$ cat src/rtl/bf_io_pkg.sv
// Shared definitions for the byte-stream I/O endpoint: FSM encoding and the
// CPU direction constants.
package bf_io_pkg;

  typedef enum logic [1:0] {
    ST_IDLE    = 2'd0,
    ST_WR_WAIT = 2'd1,
    ST_RD_WAIT = 2'd2,
    ST_ACK     = 2'd3
  } state_t;

  // Must match the encoding the CPU core drives on io_dir.
  localparam logic DIRECTION_READ  = 1'b0;
  localparam logic DIRECTION_WRITE = 1'b1;

endpackage

$ cat src/rtl/bf_byte_fifo.sv
// Byte FIFO of 2^DEPTH_LOG2 entries with explicit count; push/pop are ignored
// when full/empty at the start of the cycle (no bypass).
module bf_byte_fifo #(
  parameter int DEPTH_LOG2 = 4
) (
  input  logic       clk,
  input  logic       rst_n,
  input  logic       push,
  input  logic       pop,
  input  logic [7:0] din,
  output logic [7:0] dout,
  output logic       full,
  output logic       empty
);

  localparam int DEPTH = 1 << DEPTH_LOG2;
  localparam int W     = DEPTH_LOG2 + 1;

  logic [7:0]   mem [DEPTH];
  logic [W-1:0] rd_ptr, wr_ptr, count;
  logic         do_push, do_pop;

  assign full    = (count == W'(DEPTH));
  assign empty   = (count == '0);
  assign do_push = push && !full;
  assign do_pop  = pop && !empty;
  assign dout    = mem[rd_ptr[DEPTH_LOG2-1:0]];

  // Contents are deliberately left unreset; the pointers define validity.
  always_ff @(posedge clk) begin
    if (do_push) mem[wr_ptr[DEPTH_LOG2-1:0]] <= din;
  end

  always_ff @(posedge clk or negedge rst_n) begin
    if (!rst_n) begin
      rd_ptr <= '0;
      wr_ptr <= '0;
      count  <= '0;
    end else begin
      if (do_push) wr_ptr <= (wr_ptr == W'(DEPTH - 1)) ? '0 : wr_ptr + W'(1);
      if (do_pop)  rd_ptr <= (rd_ptr == W'(DEPTH - 1)) ? '0 : rd_ptr + W'(1);
      case ({do_push, do_pop})
        2'b10:   count <= count + W'(1);
        2'b01:   count <= count - W'(1);
        default: count <= count;
      endcase
    end
  end

endmodule

$ cat src/rtl/bf_io_port.sv
// CPU io_req/io_ack endpoint bridging to TX/RX byte streams through FIFOs.
// Optional macro BF_IO_RX_BLOCK_EN: reads of an empty RX FIFO stall instead of returning 0.
module bf_io_port
  import bf_io_pkg::*;
#(
  parameter int FIFO_DEPTH_LOG2 = 4
) (
  input  logic       clk,
  input  logic       rst_n,
  input  logic       io_req,
  input  logic       io_dir,
  input  logic [7:0] io_wdata,
  output logic       io_ack,
  output logic [7:0] io_rdata,
  output logic       tx_valid,
  output logic [7:0] tx_data,
  input  logic       tx_ready,
  input  logic       rx_valid,
  input  logic [7:0] rx_data,
  output logic       rx_ready
);

`ifdef BF_IO_RX_BLOCK_EN
  localparam bit RX_BLOCK = 1'b1;
`else
  localparam bit RX_BLOCK = 1'b0;
`endif

  state_t     state, state_nxt;
  logic       tx_push, tx_full, tx_empty;
  logic       rx_pop, rx_full, rx_empty;
  logic       rdata_clr;
  logic [7:0] rx_dout;

  bf_byte_fifo #(.DEPTH_LOG2(FIFO_DEPTH_LOG2)) u_tx_fifo (
    .clk   (clk),
    .rst_n (rst_n),
    .push  (tx_push),
    .pop   (tx_ready),
    .din   (io_wdata),
    .dout  (tx_data),
    .full  (tx_full),
    .empty (tx_empty)
  );

  bf_byte_fifo #(.DEPTH_LOG2(FIFO_DEPTH_LOG2)) u_rx_fifo (
    .clk   (clk),
    .rst_n (rst_n),
    .push  (rx_valid),
    .pop   (rx_pop),
    .din   (rx_data),
    .dout  (rx_dout),
    .full  (rx_full),
    .empty (rx_empty)
  );

  assign tx_valid = !tx_empty;
  assign rx_ready = !rx_full;

  always_ff @(posedge clk or negedge rst_n) begin
    if (!rst_n) state <= ST_IDLE;
    else        state <= state_nxt;
  end

  always_comb begin
    state_nxt = state;
    unique case (state)
      ST_IDLE: begin
        if (io_req) begin
          if (io_dir == DIRECTION_WRITE)
            state_nxt = tx_full ? ST_WR_WAIT : ST_ACK;
          else
            state_nxt = (rx_empty && RX_BLOCK) ? ST_RD_WAIT : ST_ACK;
        end
      end
      ST_WR_WAIT: if (!tx_full)  state_nxt = ST_ACK;
      ST_RD_WAIT: if (!rx_empty) state_nxt = ST_ACK;
      ST_ACK:     if (!io_req)   state_nxt = ST_IDLE;
      default:    state_nxt = ST_IDLE;
    endcase
  end

  // Push/pop fire only on the edge that leaves IDLE or a wait state, so a
  // long handshake still moves exactly one byte.
  always_comb begin
    tx_push   = 1'b0;
    rx_pop    = 1'b0;
    rdata_clr = 1'b0;
    io_ack    = (state == ST_ACK);
    unique case (state)
      ST_IDLE: begin
        if (io_req) begin
          if (io_dir == DIRECTION_WRITE) tx_push = !tx_full;
          else if (!rx_empty)            rx_pop  = 1'b1;
          else                           rdata_clr = !RX_BLOCK;
        end
      end
      ST_WR_WAIT: tx_push = !tx_full;
      ST_RD_WAIT: rx_pop  = !rx_empty;
      default: ;
    endcase
  end

  always_ff @(posedge clk or negedge rst_n) begin
    if (!rst_n)         io_rdata <= '0;
    else if (rx_pop)    io_rdata <= rx_dout;
    else if (rdata_clr) io_rdata <= '0;
  end

endmodule

$ cat config.mk
export PLATFORM = sky130hd
export DESIGN_NAME = bf_io_port
export DESIGN_NICKNAME = d
export VERILOG_FILES = /design/src/rtl/bf_io_pkg.sv /design/src/rtl/bf_byte_fifo.sv /design/src/rtl/bf_io_port.sv
export SDC_FILE = /design/constraint.sdc
export NUM_CORES = 1
export LEC_CHECK = 0
export CAP_MARGIN = 10
export CORE_UTILIZATION = 53
export DETAILED_ROUTE_END_ITERATION = 16
export PLACE_DENSITY_LB_ADDON = 0.12
export SLEW_MARGIN = 5
export SYNTH_ARGS = -nofsm -noshare
export SYNTH_HDL_FRONTEND = slang
export SYNTH_SLANG_ARGS = --single-unit
$ cat constraint.sdc
create_clock -name clk -period 7.8 [get_ports clk]
set_input_delay 1.17 -clock clk [delete_from_list [all_inputs] [get_ports clk]]
set_output_delay 1.17 -clock clk [all_outputs]
set_load 0.02 [all_outputs]
-- Yosys cells after proc, flatten, opt, wreduce, memory -nomap -nowiden
Memories as Yosys holds them, arrays and structs flattened.
Index checks and enable logic that the tools add are counted.
- add/subtract/negate cells: 8
- equality and inequality tests: 17
- muxes and demuxes: 30
- reduce and logical (&&, ||, !) cells: 15
- operators by type and width (kind ; count):
    $add A5 B1 Y5 const B ; 6
    $eq A5 B4 Y1 const B ; 4
    $mux W5 ; 4
    $pmux W5 S2 ; 2
    $mux W8 ; 2
    $mux W1 ; 13
    $mux W2 ; 6
    $eq A5 B5 Y1 const B ; 2
    $logic_not A5 Y1 ; 2
    $sub A5 B1 Y5 const B ; 2
    $eq A2 B2 Y1 const B ; 4
    $ne A2 B2 Y1 const B ; 4
    $pmux W2 S4 ; 1
    $eq A2 B1 Y1 const B ; 3
    $reduce_bool A2 Y1 ; 3
    $logic_and A1 B1 Y1 ; 4
    $logic_not A1 Y1 ; 4
    $pmux W1 S2 ; 2
    $reduce_and A4 Y1 ; 1
    $logic_not A2 Y1 ; 1
- register bits after elaboration: 40
- memory bits (writable): 256
- input bits: 22
- output and inout bits: 19
- logic and storage cells: 80
- memories: 2
- memories (memory ; words ; width ; rd ports ; clocked after Yosys merged registers in ; wr ports ; line ; RTL):
    u_rx_fifo.mem ; 16 ; 8 ; 1 ; 0 ; 1 ; bf_byte_fifo.sv:19 ; logic [7:0] mem [DEPTH];
    u_tx_fifo.mem ; 16 ; 8 ; 1 ; 0 ; 1 ; bf_byte_fifo.sv:19 ;

-- Depth between registers and ports, before layout
- depth after elaboration: 8
- mapped depth: 14
- gate-level depth less buffers: 13

-- By module
Synthesis repeated with hierarchy kept, for this count alone.
- cell total of the unflattened synthesis: 716
- area total of the unflattened synthesis: 12329.3 µm²
- modules (own cells, without submodules) (module ; instances ; cells an instance ; area an instance (µm²)):
    bf_byte_fifo at u_rx_fifo ; 1 ; 348 ; 5900.7
    bf_byte_fifo at u_tx_fifo ; 1 ; 319 ; 5858.1
    bf_io_port ; 1 ; 49 ; 570.5

-- Least setup slack after synthesis
No wires, ideal clock.
- path type: input -> register
- start point: input io_dir
- end point: register u_tx_fifo.count[4]
- library setup time: 123 ps
- arrival: 3165 ps
- required time: 7677 ps
- slack: 4513 ps
- stages on the path: 11
- cell sequence: a31oi_1 -> nor2_1 -> clkbuf_1 -> inv_1 -> ha_1 -> ha_1 -> nor2b_1 -> o21ai_0 -> a21oi_1 -> or3b_2 -> xnor2_1
- word-level cells in the longest chain between the ends: 6
- elaborated cells on any way between the ends: 8
- classes of those cells: eq/ne: 2; mux: 4; reduce/logical: 2
- RTL lines (item ; line ; RTL):
    start: declaration ; bf_io_port.sv:11 ; input logic io_dir,
    $mux W1 (*) ; bf_io_port.sv:93 ; if (io_dir == DIRECTION_WRITE) tx_push = !tx_full;
    $mux W1 (*) ; bf_io_port.sv:92 ; if (io_req) begin
    $pmux W1 S2 (*) ; bf_io_port.sv:90 ; unique case (state)
    $logic_and A1 B1 Y1 (*) ; bf_byte_fifo.sv:25 ; assign do_push = push && !full;
    $eq A2 B1 Y1 or $eq A2 B2 Y1 (tied branches) ; bf_byte_fifo.sv:42 ; case ({do_push, do_pop})
    $pmux W5 S2 or $reduce_bool A2 Y1 (tied branches) ; -- ;
    end signal: assignment ; bf_byte_fifo.sv:43 ; 2'b10: count <= count + W'(1);
    end signal: assignment ; bf_byte_fifo.sv:44 ; 2'b01: count <= count - W'(1);
    end signal: assignment ; bf_byte_fifo.sv:45 ; default: count <= count;
    end: declaration ; bf_byte_fifo.sv:20 ; logic [W-1:0] rd_ptr, wr_ptr, count;
Every way passes the cells marked *; elsewhere a longest branch is shown, timed or not.
A chain may end at the register's enable or synchronous reset.

-- Worst setup path in the final report
- start point: register u_tx_fifo.rd_ptr[0]
- end point: output tx_data[7]
- word-level cells in the longest chain between the ends: 1
- RTL lines (item ; line ; RTL):
    start: declaration ; bf_byte_fifo.sv:20 ;
    start signal: assignment ; bf_byte_fifo.sv:41 ; if (do_pop) rd_ptr <= (rd_ptr == W'(DEPTH - 1)) ? '0 : rd_ptr + W'(1);
    $mem_v2 Z16 W8 ; -- ;
    end: declaration ; bf_io_port.sv:16 ; output logic [7:0] tx_data,
Every way passes these cells.

==> results.md <==
- Clock Skew: ~8.1 ps
- Initial Util: 53.8%
- Gate Count Post-Synth: between 600 and 700
- First-pass GRT wire length: around 36000 µm
- Most numerous cell in the Yosys netlist: edfxtp_1
- Worst R2R Setup Slack: about 4500 ps
- Slowest cell delay on critical path: approximately 600 ps
- Maxcap violations: 0
- Die Ht: about 150 µm
- Critical Path Start: u_tx_fifo.rd_ptr[0]
- Ys Warns: 0
- Arrival @ worst endpoint: between 3000 and 4000 ps
- CTS Buf Count: 31
- Synthesized Nets: between 600 and 700
- I/O pin cnt: 41
- Resize count post-CTS: 0
- Worst-skew pair later-pin latency: between 500 and 600 ps
- # hold bufs at CTS: 0
- Antenna Nets Post-Route: 0
- Clock Root Buffer: clkbuf_16
- Top post-synthesis cells by area: edfxtp_1 63%, mux4_2 9.8%, dfrtp_1 8.2%
- Core ar.: approximately 23000 µm²
- Routed wire length: 23300 µm
- DRC: 0
- Total gr overflow: 0
- Final TNS setup: 0 ps
- Yosys top cell by area: edfxtp_1
- # nets final: ~730
- Crit. End Element: primary output
- Post-synth EDFFs: approximately 260
- Reg-to-Reg Start: u_tx_fifo.count[1]
- Most common flop cell mapped by yosys: edfxtp_1
- PortBufs: 40
- Post-synth top cells: 256 x edfxtp_1, 53 x mux4_2, 40 x dfrtp_1, 35 x nor2_1, 28 x nand2_1
- Fmax: between 200 and 250 MHz
- CTS clock-pin slew for the worst setup and hold paths: roughly 60 ps
- Vias in the first global route: about 6200
- Area Growth Syn to Fin: 13.7%
- Final setup viols: 0
- Worst-Margin Slew: about 1200 ps
- Static Leak: ~4.8 nW
- Async S/R FF share, synth: a little over an eighth
- Final design instance area without fill: about 14000 µm²
- Antenna violations before repair: 0
- Gr usage total: 20.5%
- Cell mode on critical path: mux4_2
- Final core utilization: between 60% and 70%
- Req. time, crit path: around 6600 ps
- Placer Congestion: 0.758
- CTS tree: built
- Pin count of the biggest net entering global routing: 41
- # fillers: between 1500 and 2000
- Slew headroom: about a fifth
- FF-to-FF End: u_tx_fifo.count[4]
- Post-synth top area share: 63.3%
- Via count: about 6000
- Critical path type: reg -> out
- Final worst path period need: around 4500 ps
- DR WL/cell: around 24 µm
- Outcome: finished, final reports clean
- Die area: between 20000 and 25000 µm²
- CTS H-Tree Depth: 1
- Pins Over Slew Limit: 0
- Final Hold Vio Count: 0
- FF/Latch Area: 8690 µm²
- Post-DP Area: 12800 µm²
- Crit share post-route: 57.2%
- Clk buf depth: 3
- Antenna Cells: 0
- Cell Pwr Density: between 300 and 400 nW/µm²
- Postcts setup bufs: 0
- DP HPWL: around 15000 µm
- Post-DR vias/cell: 6.03
- Max IR drop VDD: approximately 270 µV
- DR pass1 iterations: 4
- Layout cells sized above 1: a little under a fifth
- Slowest-stage cell, CP: dfrtp_2
- Crit start category: flop
- Post-Synthesis Cell Area: approximately 12000 µm²
- DRT iter0 DRCs: 500
- Sinks on the clock net: about 300
- RSZ-0062 raised after global routing: false
- Mapped Avg Cell Area: just under 20 µm²
- Max FO, Critical Path: 24
- FP Rows: 55
- Sequential share of the synthesized area: between 70% and 80%
- Crit path to: tx_data[7]
- #FFs+latches synth: a little under 300
- Crit-path cells: buf_4, mux4_2, mux4_2, clkdlybuf4s50_1
- Multi-input logic area: 3240 µm²
- FF-to-FF path depth: 12
- Die extent in x: 153 µm
- Hold crit path type: reg -> reg
- Distinct cells, synth: 54
cells in the final DEF, fill, tap and decap left out, types with 9 or more instances in the layout:
master,instances
a221o_1,9
mux4_1,19
inv_1,17
edfxtp_1,256
ha_1,23
mux2_2,12
clkbuf_16,31
mux4_2,53
nand2_1,28
nor2_1,35
nor3_1,9
clkdlybuf4s50_1,39
o21ai_0,16
dfrtp_1,36
cell families after synthesis:
family          after synthesis  share of synthesized area [%]
simple gates                103                           3.98
fa+ha+maj                    24                           2.53
buf+inv                      48                           1.97
mux                          92                           15.7
xor+xnor                     15                           1.08
compound gates               53                           3.23
flops                       296                           71.5
power breakdown:
part	leakage [nW]	internal (mW)	switching [mW]
sequential	2.79	1.95	0.306
clock	0.495	0.866	0.577
combinational	1.47	0.746	0.658
total	4.75	3.56	1.54
through the flow:
stage / worst slack [ps] / cells / hold WS, ps / power [mW]
5_1_grt: 3200 / 988 / 536 / 5.34
6_report: 3340 / 988 / 496 / 5.10
2_1_floorplan: 4510 / 631 / 458 / 3.26
3_5_place_dp: 3620 / 931 / 482 / 3.70
4_1_cts: 3280 / 988 / 501 / 5.14
3_3_place_gp: 3780 / 931 / 472 / 3.64
sequential cells by signal, indices dropped and copies added, names as in the netlist:
| name | count |
|---|---|
| io_rdata | 8 |
| u_tx_fifo.wr_ptr | 5 |
| u_rx_fifo.count | 5 |
| u_rx_fifo.rd_ptr | 5 |
| u_tx_fifo.rd_ptr | 5 |
| u_rx_fifo.wr_ptr | 5 |
| u_tx_fifo.mem | 128 |
| state | 2 |
| u_tx_fifo.count | 5 |
| u_rx_fifo.mem | 128 |
final cells by class:
class / instances / share of cell area [%]
clock buffer: 42 / 6.21
sequential: 296 / 62.9
clock inverter: 15 / 1.13
inverter: 18 / 0.507
multi-input combinational: 287 / 23.5
tap: 285 / 2.58
timing repair buffer: 45 / 3.13
per-layer routing:
layer / global-route usage (%) / up-vias / share of wire, %
met2: 31.6 / 151 / 47
met1: 31.6 / 3141 / 47
met4: 5.29 / 0 / 1.6
met5: 0 / - / 0
met3: 2.47 / 33 / 5.0
li1: - / 2633 / -
worst max-delay path: cells and delay by family (launching register included):
| family | cells | cell delay, ps |
|---|---|---|
| DFF | 1 | 600 |
| buffers and inverters | 2 | 1050 |
| muxes | 2 | 1080 |
worst min path at each step:
stage,from,depth (start not counted),to
finish,u_tx_fifo.wr_ptr[4],1,u_tx_fifo.wr_ptr[4]
global route,u_tx_fifo.wr_ptr[4],1,u_tx_fifo.wr_ptr[4]
CTS,u_tx_fifo.wr_ptr[4],1,u_tx_fifo.wr_ptr[4]
detailed placement,u_tx_fifo.wr_ptr[4],1,u_tx_fifo.wr_ptr[4]
global placement,u_rx_fifo.rd_ptr[4],1,u_rx_fifo.rd_ptr[4]
floorplan,u_tx_fifo.count[4],1,u_tx_fifo.count[4]
(Power assumes the default switching activity.)
